===== config.mk =====
export PLATFORM = sky130hd
export DESIGN_NAME = ascon_perm_ctrl
export DESIGN_NICKNAME = d
export VERILOG_FILES = /design/src/rtl/ascon_pkg.sv /design/src/rtl/ascon_round.sv /design/src/rtl/ascon_perm_ctrl.sv
export SDC_FILE = /design/constraint.sdc
export NUM_CORES = 2
export LEC_CHECK = 0
export CORE_MARGIN = 3
export CORE_UTILIZATION = 42
export DETAILED_ROUTE_END_ITERATION = 16
export DONT_BUFFER_PORTS = 1
export GPL_ROUTABILITY_DRIVEN = 0
export GPL_TIMING_DRIVEN = 0
export PLACE_DENSITY = 0.64
export RECOVER_POWER = 25
export SKIP_LAST_GASP = 1
export SYNTH_ARGS = -nofsm -noshare
export SYNTH_HDL_FRONTEND = slang
export SYNTH_SLANG_ARGS = --single-unit

===== constraint.sdc =====
create_clock -name clk -period 27.1 [get_ports clk]
set_clock_uncertainty 0.1 [all_clocks]
set_input_delay 6.775 -clock clk [delete_from_list [all_inputs] [get_ports clk]]
set_output_delay 6.775 -clock clk [all_outputs]
set_load 0.01 [all_outputs]

===== src/rtl/ascon_pkg.sv =====
// Ascon permutation shared definitions: state layout, round constants, rotations, S-box, FSM encoding.
// Latency: none (types, constants and pure functions only).
// Backpressure: none.
//
// Contents: state_t (320-bit state), rnd_t (round counter), x0..x4 word offsets
// (x0 is the most significant word), round_const(), ror64(), sbox5(), fsm_e.
package ascon_pkg;

  localparam int MAX_ROUNDS = 12;
  localparam int CNT_W      = 4;
  localparam int WORD_W     = 64;
  localparam int STATE_W    = 5 * WORD_W;

  typedef logic [STATE_W-1:0] state_t;
  typedef logic [CNT_W-1:0]   rnd_t;

  // LSB position of each 64-bit word inside the state vector
  localparam int X0_LSB = 4 * WORD_W;
  localparam int X1_LSB = 3 * WORD_W;
  localparam int X2_LSB = 2 * WORD_W;
  localparam int X3_LSB = 1 * WORD_W;
  localparam int X4_LSB = 0;

  // Linear diffusion rotation amounts (two per word)
  localparam int ROT_X0_A = 19;
  localparam int ROT_X0_B = 28;
  localparam int ROT_X1_A = 61;
  localparam int ROT_X1_B = 39;
  localparam int ROT_X2_A = 1;
  localparam int ROT_X2_B = 6;
  localparam int ROT_X3_A = 10;
  localparam int ROT_X3_B = 17;
  localparam int ROT_X4_A = 7;
  localparam int ROT_X4_B = 41;

  typedef enum logic [1:0] {
    FSM_IDLE = 2'd0,
    FSM_RUN  = 2'd1,
    FSM_DONE = 2'd2
  } fsm_e;

  // c_i = ((15-i) << 4) | i, i.e. the two nibbles {15-i, i}
  function automatic logic [7:0] round_const(input rnd_t i);
    logic [3:0] hi;
    hi = 4'hF - i;
    return {hi, i};
  endfunction

  function automatic logic [WORD_W-1:0] ror64(input logic [WORD_W-1:0] x, input int n);
    return (x >> n) | (x << (WORD_W - n));
  endfunction

  // One bit column through the 5-bit S-box; bit k of x/result is word xk
  function automatic logic [4:0] sbox5(input logic [4:0] x);
    logic a0, a1, a2, a3, a4;
    logic t0, t1, t2, t3, t4;
    a0 = x[0] ^ x[4];
    a1 = x[1];
    a2 = x[2] ^ x[1];
    a3 = x[3];
    a4 = x[4] ^ x[3];
    t0 = ~a0 & a1;
    t1 = ~a1 & a2;
    t2 = ~a2 & a3;
    t3 = ~a3 & a4;
    t4 = ~a4 & a0;
    a0 = a0 ^ t1;
    a1 = a1 ^ t2;
    a2 = a2 ^ t3;
    a3 = a3 ^ t4;
    a4 = a4 ^ t0;
    a1 = a1 ^ a0;
    a0 = a0 ^ a4;
    a3 = a3 ^ a2;
    a2 = ~a2;
    return {a4, a3, a2, a1, a0};
  endfunction

endpackage


===== src/rtl/ascon_round.sv =====
// One Ascon round: constant addition, 64-column substitution layer, linear diffusion.
// Latency: purely combinational, zero cycles.
// Backpressure: none; output follows input.
//
// Ports: state_i (320b state in), round_i (round index i selecting the constant),
//        state_o (320b state after the round).
module ascon_round
  import ascon_pkg::*;
(
  input  state_t state_i,
  input  rnd_t   round_i,
  output state_t state_o
);

  logic [WORD_W-1:0] a0, a1, a2, a3, a4;   // after constant addition
  logic [WORD_W-1:0] s0, s1, s2, s3, s4;   // after substitution
  logic [WORD_W-1:0] l0, l1, l2, l3, l4;   // after diffusion

  always_comb begin
    a0 = state_i[X0_LSB +: WORD_W];
    a1 = state_i[X1_LSB +: WORD_W];
    a2 = state_i[X2_LSB +: WORD_W] ^ {{(WORD_W-8){1'b0}}, round_const(round_i)};
    a3 = state_i[X3_LSB +: WORD_W];
    a4 = state_i[X4_LSB +: WORD_W];
  end

  for (genvar j = 0; j < WORD_W; j++) begin : g_col
    logic [4:0] col_out;
    assign col_out = sbox5({a4[j], a3[j], a2[j], a1[j], a0[j]});
    assign s0[j] = col_out[0];
    assign s1[j] = col_out[1];
    assign s2[j] = col_out[2];
    assign s3[j] = col_out[3];
    assign s4[j] = col_out[4];
  end

  assign l0 = s0 ^ ror64(s0, ROT_X0_A) ^ ror64(s0, ROT_X0_B);
  assign l1 = s1 ^ ror64(s1, ROT_X1_A) ^ ror64(s1, ROT_X1_B);
  assign l2 = s2 ^ ror64(s2, ROT_X2_A) ^ ror64(s2, ROT_X2_B);
  assign l3 = s3 ^ ror64(s3, ROT_X3_A) ^ ror64(s3, ROT_X3_B);
  assign l4 = s4 ^ ror64(s4, ROT_X4_A) ^ ror64(s4, ROT_X4_B);

  assign state_o = {l0, l1, l2, l3, l4};

endmodule


===== src/rtl/ascon_perm_ctrl.sv =====
// Iterative Ascon permutation p^N (N=1..12, N>12 clamps to 12, N=0 is identity), one round per clock.
// Latency: start accepted at edge k -> done_o high in cycle k+N+1 (k+ceil(N/2)+1 when unrolled).
// Backpressure: start_i accepted only while ready_o=1; starts during RUN/DONE are dropped, never queued.
//
// Ports: clk, rst (async, active-high); start_i/rounds_i/state_i request; ready_o, busy_o,
//        done_o (1-cycle pulse); state_o (working state, stable from done_o to next accept); round_o.
// Build option: ASCON_PERM_UNROLL2_EN -> two cascaded round stages per cycle.
module ascon_perm_ctrl
  import ascon_pkg::*;
(
  input  logic         clk,
  input  logic         rst,
  input  logic         start_i,
  input  logic [3:0]   rounds_i,
  input  logic [319:0] state_i,
  output logic         ready_o,
  output logic         busy_o,
  output logic         done_o,
  output logic [319:0] state_o,
  output logic [3:0]   round_o
);

  fsm_e   fsm_q, fsm_d;
  state_t state_q, state_d;
  rnd_t   cnt_q, cnt_d;

  rnd_t   n_eff;
  state_t stage0_out;
  state_t round_res;

  assign n_eff = (rounds_i > rnd_t'(MAX_ROUNDS)) ? rnd_t'(MAX_ROUNDS) : rounds_i;

  ascon_round u_round0 (
    .state_i (state_q),
    .round_i (cnt_q),
    .state_o (stage0_out)
  );

`ifdef ASCON_PERM_UNROLL2_EN
  localparam rnd_t CNT_STEP = rnd_t'(2);
  // Any counter value >= 10 completes the schedule this cycle
  localparam rnd_t LAST_CNT = rnd_t'(MAX_ROUNDS - 2);

  state_t stage1_out;
  rnd_t   round1;

  assign round1 = cnt_q + rnd_t'(1);

  ascon_round u_round1 (
    .state_i (stage0_out),
    .round_i (round1),
    .state_o (stage1_out)
  );

  // Odd N leaves the counter on 11 for the last cycle: only round 11 remains
  assign round_res = (cnt_q == rnd_t'(MAX_ROUNDS - 1)) ? stage0_out : stage1_out;
`else
  localparam rnd_t CNT_STEP = rnd_t'(1);
  localparam rnd_t LAST_CNT = rnd_t'(MAX_ROUNDS - 1);

  assign round_res = stage0_out;
`endif

  // State register
  always_ff @(posedge clk or posedge rst) begin
    if (rst) begin
      fsm_q   <= FSM_IDLE;
      state_q <= '0;
      cnt_q   <= '0;
    end else begin
      fsm_q   <= fsm_d;
      state_q <= state_d;
      cnt_q   <= cnt_d;
    end
  end

  // Next-state logic
  always_comb begin
    fsm_d = fsm_q;
    case (fsm_q)
      FSM_IDLE: if (start_i) fsm_d = (n_eff == '0) ? FSM_DONE : FSM_RUN;
      FSM_RUN:  if (cnt_q >= LAST_CNT) fsm_d = FSM_DONE;
      FSM_DONE: fsm_d = FSM_IDLE;
      default:  fsm_d = FSM_IDLE;
    endcase
  end

  // Datapath: load on accept, advance one (or two) rounds per RUN cycle, hold otherwise
  always_comb begin
    state_d = state_q;
    cnt_d   = cnt_q;
    case (fsm_q)
      FSM_IDLE: begin
        if (start_i) begin
          state_d = state_i;
          cnt_d   = rnd_t'(MAX_ROUNDS) - n_eff;
        end
      end
      FSM_RUN: begin
        state_d = round_res;
        cnt_d   = cnt_q + CNT_STEP;
      end
      default: ;
    endcase
  end

  // Outputs
  always_comb begin
    ready_o = (fsm_q == FSM_IDLE);
    busy_o  = (fsm_q == FSM_RUN);
    done_o  = (fsm_q == FSM_DONE);
    state_o = state_q;
    round_o = cnt_q;
  end

endmodule


==> results.ini <==
[setup_path]
crit_arrival_ns=12.69
end_kind=async pin
slowest_stage=clkbuf_1
start_kind=primary input
path_delay_family=buffers and inverters
critPathRequiredTime_ns=26.09
slowest_delay_ns=4.59
path_buf_inv=2
crit_chain=clkinvlp_2 > clkbuf_1
critPathMaxFanout=107
worstSetupPathType=in -> async

[synthesis]
synth_top_area_cell=dfrtp_1
syn_nets=3410
ys_types=39
ys_ff_latch=326
ys.flop_type=dfrtp_1
synthCells=2953
synth-edff-count=0
yosys.area.top_type_share_pct=27.5
postSynth.asyncResetShare_pct=100
avgSynthCellArea_um2=10.1
ys_warn_count=0
synth-seq-area-share_pct=27.5
synth.cell_area_um2=29700
netlist_top_cells_area=dfrtp_1, xnor3_1, xnor2_1, ha_1, xor2_1

[clock_network]
clk_pin_slew_ns=0.06
clock_latency_ns=0.61
cts_setup_buffers=0
root_buffer=clkbuf_16
htreeDepth=2
cts_made_buffers=42
cts_hold_buf=0
cts_tree=yes
clock_sinks=326
ctsResizeCount=0
cts_buffer_depth=3

[global_route]
met1_usage_pct=46.7
grt_max_degree=108
grt_pass1_vias=25499
met2_usage_pct=64.0
gr-usage-met3_pct=32.4
grt_overflow=0
antenna_found_initial=55
grt_pass1_wl_um=228000
gr-max-usage-layer=met2
track_usage_pct=45.8

[timing]
min_period_ns=13.70
slew_headroom_pct=-341
rsz0062_at_grt=no
final.setup.tns_ns=0
setup_violations=0
fin_crit_sh_pct=50.6
tightest_slew_ns=6.61
fmax_ghz=0.0730
drv_slew=278
hold_violations=0

[routing]
via_count=27642
post_drt_via_cell_ratio=6.88
drc=0
dr.pass1.iters=8
routed_wl_um=174000
wl_per_cell_um=43.3
antenna_left=0
drt_iter0_markers=4453

[layout]
multi_input_area_um2=20300
mostFrequentLayoutCell=xnor2_1
num-fill-cells=6585
drive_gt1_share_pct=3.00
most-common-layout-cells=xnor2_1, dfrtp_1, xnor3_1, nand2_1, o21ai_0
seqCellArea_um2=8160
synthToLayoutAreaGrowth_pct=9.61
num-nets-final=3460

[placement]
port_buffers=0
hpwl_um=141000

[flow_run]
drv_cap=8

[min_path]
min_path_type=reg -> reg

[floorplanning]
rows=96
dieArea_um2=73900
die_height_um=272
die_w_um=272
boundaryPins=654
design.core.area_um2=69300
start_util_pct=42.8

[run_status]
violations=max-capacitance violations, max-slew violations
status=complete, but fails checks

[final timing paths]
check                        startpoint           end  slack (ns)  depth (start not counted)
hold / removal             state_o[134]  state_o[134]        0.57                          2
setup reg to reg               fsm_q[0]  state_o[178]       21.47                          7
min in group asynchronous           rst   state_o[89]        6.44                          1
setup / recovery                    rst  state_o[208]       13.40                          2
hold reg to reg            state_o[134]  state_o[134]        0.57                          2
max in group clk               fsm_q[0]        busy_o       15.55                          6
[cell families (layout without fill, tap and decap cells)]
logic type,Yosys count,count (layout),synth area share [%]
buf+inv,329,409,4.18
mux,4,4,0.135
fa+ha+maj,164,164,6.63
flops,326,326,27.5
compound gates,683,683,14.6
xor+xnor,902,902,38.6
other cells,0,54,0
simple gates,545,545,8.34
[synthesized netlist by cell type (3+ instances only)]
cell / n
nor3_1: 133
o22a_1: 53
o22ai_1: 65
inv_1: 178
o21ai_0: 212
nand2_1: 222
xor2_1: 149
dfrtp_1: 326
nor2_1: 88
buf_2: 4
or3_1: 91
xnor3_1: 247
ha_1: 130
clkbuf_1: 133
a21oi_1: 178
xnor2_1: 495
or2_2: 3
a22oi_1: 5
a221oi_1: 133
mux2i_1: 4
buf_1: 13
a2bb2oi_1: 30
maj3_1: 34
xor3_1: 10
[state kept, by name, indices dropped and copies added (netlist names)]
name / flops
state_o: 320
round_o: 4
fsm_q: 2
[layout make-up]
| cell class | instances | share of cell area [%] |
|---|---|---|
| timing repair buffer | 6 | 0.285 |
| antenna | 54 | 0.415 |
| clock buffer | 61 | 3.92 |
| inverter | 178 | 2.06 |
| buffer | 151 | 1.76 |
| multi-input combinational | 2298 | 62.5 |
| sequential | 326 | 25.1 |
| tap | 931 | 3.58 |
| clock inverter | 13 | 0.446 |
[metal layers]
metal  share of wire (%)  wire (µm)  up-vias
li1                    -          -    10600
met1                  31      53400    13488
met4                  10      17800       10
met5               0.036         62        -
met3                  19      33000      811
met2                  40      69800     2733
[per-stage QoR]
step	hold slack (ns)	utilization [%]	cells	setup slack [ns]	cell area (µm²)
CTS	0.565	46.7	3963	15.65	32400
detailed placement	0.556	44.7	3889	16.28	31000
finish	0.568	46.9	4018	13.40	32500
floorplan	0.481	-	2953	11.20	29700
global route	0.588	46.8	3990	12.45	32500
global placement	0.539	44.5	3884	6.15	30900
Power is left out: the tool's default activity adds up to more than one toggle a clock period on the data nets, which glitch-free logic cannot reach.
